## src/rtl/mem_arbiter_pkg.sv

```systemverilog
// Shared definitions for the memory arbiter: FSM state encoding, default
// parameters and a constant-foldable ceil(log2) helper.
package mem_arbiter_pkg;

  typedef enum logic [1:0] {
    ST_IDLE  = 2'd0,
    ST_ISSUE = 2'd1,
    ST_DRAIN = 2'd2,
    ST_WRITE = 2'd3
  } arb_state_t;

  localparam int DEF_NUM_CH      = 2;
  localparam int DEF_ADDR_W      = 16;
  localparam int DEF_DATA_W      = 16;
  localparam int DEF_BLOCK_WORDS = 8;

  function automatic int clog2(input int value);
    int result;
    result = 0;
    for (int i = 0; i < 31; i++) begin
      if ((1 << i) < value) result = i + 1;
    end
    return result;
  endfunction

endpackage

```

## src/rtl/mem_arbiter_rr_arbiter.sv

```systemverilog
// Combinational round-robin picker: first asserted request at or after ptr,
// wrapping. Shared with the register-file port arbiter.
module rr_arbiter
  import mem_arbiter_pkg::*;
#(
  parameter int N = 2
) (
  input  logic [N-1:0]          req,
  input  logic [clog2(N)-1:0]   ptr,
  output logic [N-1:0]          gnt,
  output logic [clog2(N)-1:0]   idx
);

  localparam int IDX_W = clog2(N);

  logic [N-1:0] upper;
  logic [N-1:0] pick;

  // Requests at or above ptr win; only if none exist does the search wrap to bit 0.
  always_comb begin
    upper = '0;
    for (int i = 0; i < N; i++) begin
      upper[i] = req[i] && (IDX_W'(i) >= ptr);
    end
    pick = (|upper) ? upper : req;
  end

  always_comb begin
    gnt = '0;
    idx = '0;
    for (int i = N - 1; i >= 0; i--) begin
      if (pick[i]) begin
        gnt    = '0;
        gnt[i] = 1'b1;
        idx    = IDX_W'(i);
      end
    end
  end

endmodule

```

## src/rtl/mem_arbiter.sv

```systemverilog
// Round-robin arbiter between NUM_CH cache controllers and one pipelined
// memory: block fills as burst reads, single-word write-through writes.
module mem_arbiter
  import mem_arbiter_pkg::*;
#(
  parameter int NUM_CH      = DEF_NUM_CH,
  parameter int ADDR_W      = DEF_ADDR_W,
  parameter int DATA_W      = DEF_DATA_W,
  parameter int BLOCK_WORDS = DEF_BLOCK_WORDS
) (
  input  logic                          clk,
  input  logic                          rst,
  input  logic [NUM_CH-1:0]             req_valid,
  input  logic [NUM_CH-1:0]             req_wr,
  input  logic [NUM_CH*ADDR_W-1:0]      req_addr,
  input  logic [NUM_CH*DATA_W-1:0]      req_wdata,
  output logic [NUM_CH-1:0]             grant,
  output logic [NUM_CH-1:0]             fill_valid,
  output logic [clog2(BLOCK_WORDS)-1:0] fill_word,
  output logic [DATA_W-1:0]             fill_data,
  output logic [NUM_CH-1:0]             done,
  output logic                          mem_en,
  output logic                          mem_wr,
  output logic [ADDR_W-1:0]             mem_addr,
  output logic [DATA_W-1:0]             mem_wdata,
  input  logic [DATA_W-1:0]             mem_rdata,
  input  logic                          mem_rvalid
);

  localparam int IDX_W  = clog2(NUM_CH);
  localparam int WORD_W = clog2(BLOCK_WORDS);
  localparam int CNT_W  = WORD_W + 1;
  localparam logic [CNT_W-1:0]  LAST_WORD  = CNT_W'(BLOCK_WORDS - 1);
  localparam logic [ADDR_W-1:0] ALIGN_MASK = ADDR_W'(BLOCK_WORDS * 2 - 1);

  arb_state_t state, state_next;

  logic [IDX_W-1:0]  ptr, owner, arb_idx;
  logic [NUM_CH-1:0] arb_req, arb_gnt;
  logic [ADDR_W-1:0] lat_addr;
  logic [DATA_W-1:0] lat_data;
  logic [CNT_W-1:0]  issue_cnt, ret_cnt;
  logic              arb_hit, take_ret, last_ret, last_issue;

  logic [ADDR_W-1:0] addr_arr [NUM_CH];
  logic [DATA_W-1:0] data_arr [NUM_CH];

  for (genvar k = 0; k < NUM_CH; k++) begin : g_slice
    assign addr_arr[k] = req_addr[k*ADDR_W +: ADDR_W];
    assign data_arr[k] = req_wdata[k*DATA_W +: DATA_W];
  end

  // Grant is combinational in IDLE, so it must also be forced low while reset is held.
  assign arb_req = (state == ST_IDLE && !rst) ? req_valid : '0;

  rr_arbiter #(.N(NUM_CH)) u_rr (
    .req (arb_req),
    .ptr (ptr),
    .gnt (arb_gnt),
    .idx (arb_idx)
  );

  assign arb_hit    = |arb_gnt;
  assign take_ret   = mem_rvalid && (state == ST_ISSUE || state == ST_DRAIN);
  assign last_ret   = take_ret && (ret_cnt == LAST_WORD);
  assign last_issue = (state == ST_ISSUE) && (issue_cnt == LAST_WORD);

  always_ff @(posedge clk or posedge rst) begin
    if (rst) state <= ST_IDLE;
    else     state <= state_next;
  end

  always_comb begin
    state_next = state;
    unique case (state)
      ST_IDLE:  if (arb_hit) state_next = req_wr[arb_idx] ? ST_WRITE : ST_ISSUE;
      ST_ISSUE: begin
        if (last_ret)        state_next = ST_IDLE;
        else if (last_issue) state_next = ST_DRAIN;
      end
      ST_DRAIN: if (last_ret) state_next = ST_IDLE;
      ST_WRITE: state_next = ST_IDLE;
      default:  state_next = ST_IDLE;
    endcase
  end

  // Fills keep the block-aligned base; writes keep the exact word address.
  always_ff @(posedge clk or posedge rst) begin
    if (rst) begin
      ptr       <= '0;
      owner     <= '0;
      lat_addr  <= '0;
      lat_data  <= '0;
      issue_cnt <= '0;
      ret_cnt   <= '0;
    end else begin
      if (arb_hit) begin
        owner     <= arb_idx;
        ptr       <= (arb_idx == IDX_W'(NUM_CH - 1)) ? '0 : arb_idx + 1'b1;
        lat_addr  <= req_wr[arb_idx] ? addr_arr[arb_idx] : (addr_arr[arb_idx] & ~ALIGN_MASK);
        lat_data  <= data_arr[arb_idx];
        issue_cnt <= '0;
        ret_cnt   <= '0;
      end
      if (state == ST_ISSUE) issue_cnt <= issue_cnt + 1'b1;
      if (take_ret)          ret_cnt   <= ret_cnt + 1'b1;
    end
  end

  always_comb begin
    grant      = arb_gnt;
    fill_valid = '0;
    fill_word  = '0;
    fill_data  = '0;
    done       = '0;
    mem_en     = 1'b0;
    mem_wr     = 1'b0;
    mem_addr   = '0;
    mem_wdata  = '0;
    if (state == ST_ISSUE) begin
      mem_en   = 1'b1;
      mem_addr = lat_addr + (ADDR_W'(issue_cnt) << 1);
    end
    if (state == ST_WRITE) begin
      mem_en      = 1'b1;
      mem_wr      = 1'b1;
      mem_addr    = lat_addr;
      mem_wdata   = lat_data;
      done[owner] = 1'b1;
    end
    if (take_ret) begin
      fill_valid[owner] = 1'b1;
      fill_word         = ret_cnt[WORD_W-1:0];
      fill_data         = mem_rdata;
      if (last_ret) done[owner] = 1'b1;
    end
  end

endmodule

```

## config.mk

```make
export PLATFORM = sky130hd
export DESIGN_NAME = mem_arbiter
export DESIGN_NICKNAME = d
export VERILOG_FILES = /design/src/rtl/mem_arbiter_pkg.sv /design/src/rtl/mem_arbiter_rr_arbiter.sv /design/src/rtl/mem_arbiter.sv
export SDC_FILE = /design/constraint.sdc
export NUM_CORES = 1
export LEC_CHECK = 0
export BUFFER_PORTS_ARGS = -buffer_cell sky130_fd_sc_hd__buf_2
export CORE_MARGIN = 2
export CORE_UTILIZATION = 49
export DETAILED_ROUTE_END_ITERATION = 8
export MAX_ROUTING_LAYER = met4
export PLACE_DENSITY = 0.87
export SLEW_MARGIN = 20
export SYNTH_ARGS = -nofsm -noshare
export SYNTH_HDL_FRONTEND = slang
export SYNTH_SLANG_ARGS = --single-unit
```

## constraint.sdc

```tcl
create_clock -name clk -period 3.54 [get_ports clk]
set_input_delay 0.531 -clock clk [delete_from_list [all_inputs] [get_ports clk]]
set_output_delay 0.531 -clock clk [all_outputs]
set_load 0.005 [all_outputs]
```

==> results.toml, run 1 <==
[critical_path]
required_ps = 3010
critical_path_buf_inv_count = 2
crit_path_max_fanout = 7
timing.critical_path.to_type = "output port"
critPathMaxStageDelay_ps = 400
worst_setup_path_start_kind = "flop"
path_delay_family = "adder cells"
critPathArrivalTime_ps = 2420
worstSetupPathType = "flop to output port"
timing.critical_path.slowest_stage_cell = "sky130_fd_sc_hd__dfrtp_1"
worstPathCellList = "ha_1 > inv_1 > fa_1 > nor2b_1 > o21ai_4 > a2111oi_4 > xnor2_1 > nor2_1 > buf_2"

[clocking]
cts_buffer_depth = 2
cts_inserted_buffers = 5
post_cts.resized_instances = 0
cts_root_buf = "sky130_fd_sc_hd__clkbuf_8"
cts_hold_buf = 0
clkLatencyLatePin_ps = 290
clock_tree.htree_level_count = 2
cts.clk_slew.worst_paths_ps = 80
post-cts-setup-buffer-count = 0
clock_sinks = 44
tritoncts = "yes"

[place]
numPortBuffers = 145
placed_standard_cell_area_um2 = 3590
gp_routability_congestion = 0.759
final_hpwl_dp_um = 5510

[final_layout]
final_core_utilization = 0.671
seqCellArea_um2 = 1100
n_fill_cell = 452
drive_gt1_frac = 0.389
finalInstanceArea_um2 = 3710
area_delta_synth_final_pct = 31.7
multi_input_area_um2 = 1500
design.final.nets = 540
diodes = 0

[min_path]
holdCritPathClass = "input pin to async pin"

[sta]
timing_max_transition_violations_final = 0
fin_setup_tns_ps = 0
ratio_of_final_minimum_period_to_clock_period = 0.834
timing.fmax_mhz = 339
setup_viol = 0
slew-limit-headroom = 0.282
hold_viol = 0
tightestPinTransition_ps = 1070
skew_ps = 7.03
fin_crit_ps = 2950
setup_repair_after_global_routing_missed_its_margin = "no"

[logic_synthesis]
mappedNetlistNets = 405
synth.yosys.seq_area_share = 0.390
synthesis.instances = 306
synth_top_cells_by_area = "sky130_fd_sc_hd__dfrtp_1, sky130_fd_sc_hd__a222oi_1, sky130_fd_sc_hd__inv_1"
synth.distinct_cells = 38
synthDominantAreaCellType = "sky130_fd_sc_hd__dfrtp_1"
syn-cell-area_um2 = 2820
portion_of_synthesized_cell_area_occupied_by_the_leading_cell_type = 0.390
synthesis.yosys.warnings = 0
synth_seq_cells = 44
synth_area_per_cell_um2 = 9.22

[job]
maxCapViolations = 0

[detailed_routing]
detail_route.wirelength_um = 7500
initialDrtViolationCount = 273
drt-vias-per-instance = 5.40
routed_wire_length_per_instance_um = 14.6
detail-route-antenna-nets = 0
dr_total_vias = 2777
detail_route.drc_violations = 0
firstDrtPassIters = 9

[die]
dieWidth_um = 79.9
floorplan.io_pins = 146
fp.dieH_um = 79.9
floorplan.die_area_um2 = 6380
floorplan.core_area_um2 = 5540
initial_core_util = 0.509
core.rowCount = 27

[power]
max-vdd-ir-drop_mv = 0.362
static-leakage-power_nw = 2.07
cellInternalPower_mw = 1.59
power-per-cell-area_nw_per_um2 = 720
p_clk_frac = 0.155
share_of_total_power_in_sequential_cells = 0.353
design_power_total_mw = 2.67
comb_power_share = 0.493
sw_frac_of_total = 0.404
switchingPower_mw = 1.08

[global_route]
first_pass_grt_wire_length_um = 12100
grt_pass1_vias = 2581
pin_count_of_the_biggest_net_entering_global_routing = 45
antenna_found_initial = 0
groute.usage.overall = 0.245
grt_overflow = 0

[run_status]
outcome = "finished, final reports clean"
metal layers:
metal,global-route usage,up-vias,part of all wire
li1,-,1359,-
met1,0.307,1310,0.42
met2,0.419,102,0.52
met3,0.0385,6,0.050
met4,0.0610,0,0.0084
met5,-,-,0
placed cells by master (no fill, tap or decap), types with 2 or more instances in the layout:
cell type and count:
sky130_fd_sc_hd__a211oi_1 4, sky130_fd_sc_hd__a21oi_1 4, sky130_fd_sc_hd__a222oi_1 28, sky130_fd_sc_hd__and2_1 17
sky130_fd_sc_hd__and3_1 20, sky130_fd_sc_hd__buf_2 145, sky130_fd_sc_hd__buf_4 3, sky130_fd_sc_hd__clkbuf_8 7
sky130_fd_sc_hd__dfrtp_1 44, sky130_fd_sc_hd__ha_1 11, sky130_fd_sc_hd__inv_1 38, sky130_fd_sc_hd__mux2_2 3
sky130_fd_sc_hd__mux2i_1 6, sky130_fd_sc_hd__nand2_1 27, sky130_fd_sc_hd__nand2b_1 2, sky130_fd_sc_hd__nand3_1 7
sky130_fd_sc_hd__nand3b_1 2, sky130_fd_sc_hd__nor2_1 15, sky130_fd_sc_hd__nor2b_1 8, sky130_fd_sc_hd__nor3b_2 2
sky130_fd_sc_hd__o21ai_0 14, sky130_fd_sc_hd__o21ai_4 2, sky130_fd_sc_hd__o31ai_1 7, sky130_fd_sc_hd__xnor2_1 8
sky130_fd_sc_hd__xor2_1 2
metrics by stage:
step	worst slack [ps]	hold slack [ps]	instances
finish	589	451	514
global route	363	427	514
CTS	580	438	514
detailed placement	903	474	506
global placement	943	464	506
floorplan	1150	441	306
power groups by stage:
stage / logic (mW) / registers (mW) / clock network (mW)
2_1_floorplan: 0.928 / 0.884 / 0
3_3_place_gp: 1.27 / 0.933 / 0
3_5_place_dp: 1.32 / 0.944 / 0
4_1_cts: 1.32 / 0.938 / 0.421
5_1_grt: 1.50 / 0.979 / 0.446
6_report: 1.32 / 0.943 / 0.413
worst register-to-register path, stage by stage (launching register included):
cell,delay (ps)
sky130_fd_sc_hd__dfrtp_1,390
sky130_fd_sc_hd__inv_1,100
sky130_fd_sc_hd__ha_1,590
sky130_fd_sc_hd__nand2_1,290
sky130_fd_sc_hd__nor3_1,380
sky130_fd_sc_hd__o21ai_0,230
sky130_fd_sc_hd__mux2_2,310
sequential cells by signal, indices dropped and copies added (netlist names):
register	flops
issue_cnt	4
state	2
ptr	1
lat_data	16
owner	1
lat_addr	16
ret_cnt	4
area by class of cell:
type | count | area share
Clock inverter | 1 | 0.00808
Tap cell | 72 | 0.0243
Clock buffer | 7 | 0.0259
Sequential cell | 44 | 0.296
Multi-Input combinational cell | 203 | 0.405
Inverter | 39 | 0.0394
Timing Repair Buffer | 148 | 0.201
cell families (layout without fill, tap and decap cells):
group	after synthesis	count (layout)	synth area share
adder cells (fa/ha/maj)	12	12	0.0559
AND/OR/NAND/NOR	104	104	0.203
AO/OA/AOI/OAI	68	68	0.204
XOR/XNOR	10	10	0.0311
buffers and inverters	59	195	0.0821
multiplexers	9	9	0.0333
flip-flops	44	44	0.390
Yosys cell counts:
| master | count |
|---|---|
| sky130_fd_sc_hd__o311ai_0 | 1 |
| sky130_fd_sc_hd__fa_1 | 1 |
| sky130_fd_sc_hd__a211oi_1 | 4 |
| sky130_fd_sc_hd__inv_1 | 39 |
| sky130_fd_sc_hd__and4b_4 | 1 |
| sky130_fd_sc_hd__a2111oi_4 | 1 |
| sky130_fd_sc_hd__nor2_1 | 15 |
| sky130_fd_sc_hd__ha_1 | 11 |
| sky130_fd_sc_hd__mux2_2 | 3 |
| sky130_fd_sc_hd__nand2b_1 | 2 |
| sky130_fd_sc_hd__buf_4 | 1 |
| sky130_fd_sc_hd__o31ai_1 | 7 |
| sky130_fd_sc_hd__nor3b_2 | 2 |
| sky130_fd_sc_hd__a222oi_1 | 28 |
| sky130_fd_sc_hd__o21ai_4 | 1 |
| sky130_fd_sc_hd__a21o_1 | 1 |
| sky130_fd_sc_hd__nand3_1 | 7 |
| sky130_fd_sc_hd__nor3_1 | 1 |
| sky130_fd_sc_hd__nand4_4 | 1 |
| sky130_fd_sc_hd__mux2i_1 | 6 |
| sky130_fd_sc_hd__a21oi_1 | 5 |
| sky130_fd_sc_hd__and2_1 | 17 |
| sky130_fd_sc_hd__clkbuf_1 | 14 |
| sky130_fd_sc_hd__o21ai_1 | 2 |
| sky130_fd_sc_hd__a211oi_2 | 1 |
| sky130_fd_sc_hd__xor2_1 | 2 |
| sky130_fd_sc_hd__nand4_1 | 1 |
| sky130_fd_sc_hd__a31o_2 | 1 |
| sky130_fd_sc_hd__dfrtp_1 | 44 |
| sky130_fd_sc_hd__a22o_2 | 1 |
| sky130_fd_sc_hd__nor2b_1 | 8 |
| sky130_fd_sc_hd__o21ai_0 | 14 |
| sky130_fd_sc_hd__xnor2_1 | 8 |
| sky130_fd_sc_hd__nand3b_1 | 2 |
| sky130_fd_sc_hd__nand2_1 | 27 |
| sky130_fd_sc_hd__buf_2 | 5 |
| sky130_fd_sc_hd__and3_1 | 20 |
| sky130_fd_sc_hd__a21oi_4 | 1 |
final timing paths:
kind	from	cells after the start	slack (ps)	end
setup / recovery	issue_cnt[0]	9	590	mem_addr[15]
hold / removal	rst	2	450	ptr
setup reg to reg	state[0]	6	1130	state[0]
hold reg to reg	lat_addr[0]	2	500	lat_addr[0]
max in group asynchronous	rst	2	2520	owner
min in group clk	req_wdata[7]	3	450	lat_data[7]
No activity file was read; power rests on OpenSTA's default activity.
==> inputs of run 2 (changes only) <==
--- a/config.mk
+++ b/config.mk
@@ -7,10 +7,10 @@
 export LEC_CHECK = 0
 export BUFFER_PORTS_ARGS = -buffer_cell sky130_fd_sc_hd__buf_2
 export CORE_MARGIN = 2
-export CORE_UTILIZATION = 49
+export CORE_UTILIZATION = 46
 export DETAILED_ROUTE_END_ITERATION = 8
 export MAX_ROUTING_LAYER = met4
-export PLACE_DENSITY = 0.87
+export PLACE_DENSITY = 0.82
 export SLEW_MARGIN = 20
 export SYNTH_ARGS = -nofsm -noshare
 export SYNTH_HDL_FRONTEND = slang
==> constraint.sdc (replaced) <==
create_clock -name clk -period 3.05 [get_ports clk]
set_input_delay 0.4575 -clock clk [delete_from_list [all_inputs] [get_ports clk]]
set_output_delay 0.4575 -clock clk [all_outputs]
set_load 0.005 [all_outputs]
==> run 2 against run 1 <==
  * Clock skew is 0.84 ps lower
  * Clock-buffer cell count is 1 lower
  * Via count is 1.8% higher
  * First-iteration DRC count is 32% lower
  * Register-to-register slack worse by 200 ps
  * Hold slack worse by 72 ps
  * Die area is 6.2% higher
  * Highest routed layer unchanged
  * Global-route usage is 1.8 points lower
  * Sequential power is 16% higher
  * Wire length is 3.3% lower
  * Combinational power is 16% higher
  * Core utilization is 4.5 points lower
==> results.toml, run 2 (synthesized netlist as in run 1, its figures left out) <==
[power]
power-per-cell-area_nw_per_um2 = 808
cellInternalPower_mw = 1.75
sw_frac_of_total = 0.414
switchingPower_mw = 1.24
share_of_total_power_in_sequential_cells = 0.364
max-vdd-ir-drop_mv = 0.391
p_clk_frac = 0.124
static-leakage-power_nw = 2.07
comb_power_share = 0.512

[die]
floorplan.io_pins = 146
floorplan.die_area_um2 = 6770
initial_core_util = 0.476
dieWidth_um = 82.3
core.rowCount = 28
fp.dieH_um = 82.3
floorplan.core_area_um2 = 5920

[clocking]
cts_hold_buf = 0
tritoncts = "yes"
clock_tree.htree_level_count = 2
cts_buffer_depth = 2
clkLatencyLatePin_ps = 290
clock_sinks = 44
cts_inserted_buffers = 5
post_cts.resized_instances = 0
cts_root_buf = "sky130_fd_sc_hd__clkbuf_8"
post-cts-setup-buffer-count = 0
cts.clk_slew.worst_paths_ps = 80

[global_route]
groute.usage.overall = 0.227
gr-usage-met3 = 0.0435
pin_count_of_the_biggest_net_entering_global_routing = 45
grt_pass1_vias = 2612
met1_demand_to_capacity_share_in_global_routing = 0.274
met2_use_gr = 0.400
grt_overflow = 0
antenna_found_initial = 0
peak_usage_layer_in_the_global_routing_report = "met2"
first_pass_grt_wire_length_um = 11700

[sta]
hold_viol = 0
fin_setup_tns_ps = 0
setup_repair_after_global_routing_missed_its_margin = "no"
fin_crit_ps = 2860
ratio_of_final_minimum_period_to_clock_period = 0.937
setup_viol = 0
timing.fmax_mhz = 350
finalHoldWorstSlack_ps = 379
timing_max_transition_violations_final = 0
skew_ps = 6.19
setup_slack_ps = 193
slew-limit-headroom = 0.285
tightestPinTransition_ps = 1070

[min_path]
timing.hold.worst.start = "req_wdata[15]"
number_of_cells_traversed_by_the_worst_hold_path = 3
holdCritPathClass = "input pin to flop"

[final_layout]
drive_gt1_frac = 0.394
design.final.nets = 542
most_used_cells_in_the_layout_excluding_fill_and_tap_cells = "sky130_fd_sc_hd__buf_2, sky130_fd_sc_hd__dfrtp_1, sky130_fd_sc_hd__inv_1, sky130_fd_sc_hd__a222oi_1, sky130_fd_sc_hd__nand2_1"
most_frequent_standard_cell_in_the_layout_excluding_fill_and_tap_cells = "sky130_fd_sc_hd__buf_2"
top_regs = "lat_addr (16), lat_data (16)"
diodes = 0
area_delta_synth_final_pct = 31.3

[critical_path]
r2r_start = "state[0]"
rrSetupSlack_ps = 930
critPathArrivalTime_ps = 2400
worst_setup_path_start_kind = "flop"
timing.critical_path.slowest_stage_cell = "sky130_fd_sc_hd__dfrtp_1"
r2r_cells = 8
worstPathCellList = "ha_1 > inv_1 > fa_1 > nor2b_2 > o21ai_4 > a2111oi_4 > xnor2_1 > nor2_1 > buf_2"
worstSetupPathType = "flop to output port"
critPathMaxStageDelay_ps = 410
timing.critical_path.to_type = "output port"
worst_setup_path_startpoint = "issue_cnt[0]"
crit_path_max_fanout = 7
required_ps = 2590

[detailed_routing]
detail_route.wirelength_um = 7250
initialDrtViolationCount = 187
drt-vias-per-instance = 5.45
routed_wire_length_per_instance_um = 14.0
dr_total_vias = 2827
firstDrtPassIters = 5
detail-route-antenna-nets = 0
detail_route.drc_violations = 0

[place]
final_hpwl_dp_um = 5450
post-place-ws_ps = 442
gp_routability_congestion = 0.768
numPortBuffers = 145

[job]
maxCapViolations = 0

[run_status]
outcome = "finished, final reports clean"
## run 2: cell count changes in the layout (fill, tap and decap cells not counted), sizes merged
cell	previous run	this run
buf	148	150
bufinv	1	0
clkbuf	7	6
clkinv	0	2
## run 2: worst paths after layout
path / endpoint
max in group asynchronous: lat_data[14]
min in group asynchronous: owner
min: lat_data[15]
max: mem_addr[15]
min reg2reg: lat_addr[0]
max reg2reg: state[1]
## run 2: area by class of cell
type                       instances  area [um2]
timing repair buffer             150         763
fill                             540        2220
inverter                          39         146
tap                               75        93.8
multi-input combinational        203        1510
clock inverter                     2        10.0
sequential                        44        1100
clock buffer                       6        82.6
## run 2: layer usage
metal / up-vias / share of wire
met5: - / 0
met4: 0 / 0.0039
met3: 4 / 0.054
met2: 91 / 0.53
met1: 1363 / 0.42
li1: 1369 / -
## run 2: power groups by stage
stage	clock network (mW)	registers, mW	logic, mW
2_1_floorplan	0	1.03	1.08
3_3_place_gp	0	1.08	1.49
3_5_place_dp	0	1.09	1.55
4_1_cts	0.387	1.09	1.55
5_1_grt	0.415	1.13	1.75
6_report	0.371	1.09	1.53
## run 2: critical path: cells and delay by family (launching register included)
kind                     cells  cell delay [ps]
buffers and inverters        2              210
flip-flops                   1              410
AND/OR/NAND/NOR              2              240
AO/OA/AOI/OAI                2              470
XOR/XNOR                     1              150
adder cells (fa/ha/maj)      2              620
## run 2: per-stage QoR
| step | utilization | power (mW) | cells | area, um2 |
|---|---|---|---|---|
| final | 0.625 | 2.99 | 519 | 3700 |
| after global routing | 0.625 | 3.30 | 519 | 3700 |
| after CTS | 0.625 | 3.02 | 519 | 3700 |
| after detailed placement | 0.609 | 2.64 | 511 | 3610 |
| after global placement | 0.609 | 2.57 | 511 | 3610 |
| after floorplan | - | 2.10 | 306 | 2820 |
==> inputs of run 3 (changes only) <==
--- a/config.mk
+++ b/config.mk
@@ -8,9 +8,11 @@
 export BUFFER_PORTS_ARGS = -buffer_cell sky130_fd_sc_hd__buf_2
 export CORE_MARGIN = 2
 export CORE_UTILIZATION = 46
+export CTS_CLUSTER_DIAMETER = 80
 export DETAILED_ROUTE_END_ITERATION = 8
 export MAX_ROUTING_LAYER = met4
 export PLACE_DENSITY = 0.82
+export RECOVER_POWER = 50
 export SLEW_MARGIN = 20
 export SYNTH_ARGS = -nofsm -noshare
 export SYNTH_HDL_FRONTEND = slang
==> run 3 against run 2 <==
  * The run now ends with max-capacitance violations, max-slew violations left
  * Maximum frequency up 0.21%
  * Design area down 0.64%
  * Hold slack lost 1.8 ps
  * Global-route usage unchanged
  * Sequential power barely moved
  * Clock skew is 0.63 ps lower
  * Critical path depth unchanged
  * Core utilization is 0.40 points lower
==> results.toml, run 3 (synthesized netlist as in run 1, its figures left out) <==
[die]
fp.dieH_um = 82.3
floorplan.core_area_um2 = 5920
floorplan.die_area_um2 = 6770
initial_core_util = 0.476
floorplan.io_pins = 146
core.rowCount = 28
dieWidth_um = 82.3

[critical_path]
timing.critical_path.to_type = "output port"
required_ps = 2590
worst_setup_path_start_kind = "flop"
worstSetupPathType = "flop to output port"
path_delay_family = "adder cells"
timing.critical_path.slowest_stage_cell = "sky130_fd_sc_hd__dfrtp_1"
crit_path_max_fanout = 7
critPathArrivalTime_ps = 2390
critical_path_buf_inv_count = 2
critPathMaxStageDelay_ps = 410
worstPathCellList = "ha_1 > inv_1 > fa_1 > nor2b_2 > o21ai_4 > a2111oi_4 > xnor2_1 > nor2_1 > buf_2"

[detailed_routing]
met3RoutedLength_um = 396
drt-vias-per-instance = 5.43
routed_wire_length_per_instance_um = 14.1
detail_route.drc_violations = 0
detail_route.wirelength_um = 7300
m1WireLength_um = 3090
initialDrtViolationCount = 187
detail-route-antenna-nets = 0
dr_total_vias = 2820
highest_layer = "met4"
firstDrtPassIters = 5
met2RoutedLength_um = 3790

[sta]
fin_crit_ps = 2850
fin_setup_tns_ps = 0
timing.fmax_mhz = 351
hold_viol = 0
timing_max_transition_violations_final = 88
setup_viol = 0
skew_ps = 5.56
tightestPinTransition_ps = 1700
finalHoldWorstSlack_ps = 377
slew-limit-headroom = -0.135
setup_repair_after_global_routing_missed_its_margin = "no"
ratio_of_final_minimum_period_to_clock_period = 0.935

[run_status]
outcome = "finished, violations left"
failed_checks = "max-capacitance violations, max-slew violations"

[power]
max-vdd-ir-drop_mv = 0.393
static-leakage-power_nw = 2.03
power-per-cell-area_nw_per_um2 = 811

[clocking]
clock_tree.htree_level_count = 2
cts_root_buf = "sky130_fd_sc_hd__clkbuf_8"
clock_sinks = 44
tritoncts = "yes"
cts.clk_slew.worst_paths_ps = 80
clkLatencyLatePin_ps = 290
post-cts-setup-buffer-count = 0
cts_buffer_depth = 2
cts_inserted_buffers = 5

[final_layout]
most_used_cells_in_the_layout_excluding_fill_and_tap_cells = "sky130_fd_sc_hd__buf_2, sky130_fd_sc_hd__dfrtp_1, sky130_fd_sc_hd__inv_1, sky130_fd_sc_hd__a222oi_1, sky130_fd_sc_hd__nand2_1"
filler_free_cell_count_of_the_finished_design = 519
most_frequent_standard_cell_in_the_layout_excluding_fill_and_tap_cells = "sky130_fd_sc_hd__buf_2"
design.final.nets = 542
drive_gt1_frac = 0.372
area_delta_synth_final_pct = 30.4
n_fill_cell = 541
final_core_utilization = 0.621
top_regs = "lat_addr (16), lat_data (16)"
diodes = 0

[global_route]
grt_pass1_vias = 2612
grt_overflow = 0
pin_count_of_the_biggest_net_entering_global_routing = 45
groute.usage.overall = 0.227
antenna_found_initial = 0
first_pass_grt_wire_length_um = 11700

[place]
final_hpwl_dp_um = 5450
numPortBuffers = 145
numPlacedInstances = 511
gp_routability_congestion = 0.768

[job]
maxCapViolations = 2

[min_path]
holdCritPathClass = "input pin to flop"
## run 3: cell count changes in the layout (fill, tap and decap cells not counted)
cell and change:
sky130_fd_sc_hd__a21oi_1 +1, sky130_fd_sc_hd__a21oi_2 -1, sky130_fd_sc_hd__and2_1 -5, sky130_fd_sc_hd__clkbuf_1 +8
sky130_fd_sc_hd__o21ai_4 -1, sky130_fd_sc_hd__buf_4 -1, sky130_fd_sc_hd__inv_1 +1, sky130_fd_sc_hd__o21ai_2 +1
sky130_fd_sc_hd__inv_2 -1, sky130_fd_sc_hd__and2_0 +5, sky130_fd_sc_hd__buf_2 -7
## run 3: worst paths after layout
kind                       slack [ps]            to         start  cells after the start
setup / recovery                  200  mem_addr[15]  issue_cnt[0]                      9
hold / removal                    380   lat_data[8]  req_wdata[8]                      3
setup reg to reg                  660  lat_data[14]      state[0]                      9
hold reg to reg                   480   lat_addr[0]   lat_addr[0]                      2
max in group asynchronous        1390  lat_data[14]           rst                      2
min in group asynchronous         690         owner           rst                      2
## run 3: timing repair
item | 4_1_cts | 5_1_grt
hold endpoints to repair | 0 | 0
endpoints found under the setup margin | 0 | 1
hold buffers | 0 | 0
resized for setup | 0 | 1
## run 3: per-layer routing
metal  up-vias  global-route usage
met5         -                   -
met3         4              0.0435
met4         0              0.0383
met1      1359               0.274
met2        88               0.400
li1       1369                   -
## run 3: cell type report
class	count	area (um2)	area share
flip-flops and latches	44	1100	0.299
multi-input cells	203	1490	0.406
repair buffers	150	751	0.204
inverters	39	146	0.0398
clock buffers	6	82.6	0.0224
well taps	75	93.8	0.0255
clock inverters	2	10.0	0.00272
## run 3: stage by stage
stage	total power [mW]	worst slack [ps]	instance area, um2
2_1_floorplan	2.10	732	2820
3_3_place_gp	2.57	516	3610
3_5_place_dp	2.64	442	3610
4_1_cts	3.02	110	3700
5_1_grt	3.28	11.3	3680
6_report	2.98	199	3680
## run 3: worst min-delay path: stages
cell                       delay (ps)
sky130_fd_sc_hd__buf_2             80
sky130_fd_sc_hd__a222oi_1          50
sky130_fd_sc_hd__inv_1             50
## run 3: power breakdown
part	switching, mW	total (mW)	leakage, nW	internal (mW)
logic	0.801	1.52	1.42	0.720
registers	0.244	1.09	0.558	0.845
clock network	0.191	0.372	0.0510	0.181
total	1.24	2.98	2.03	1.75
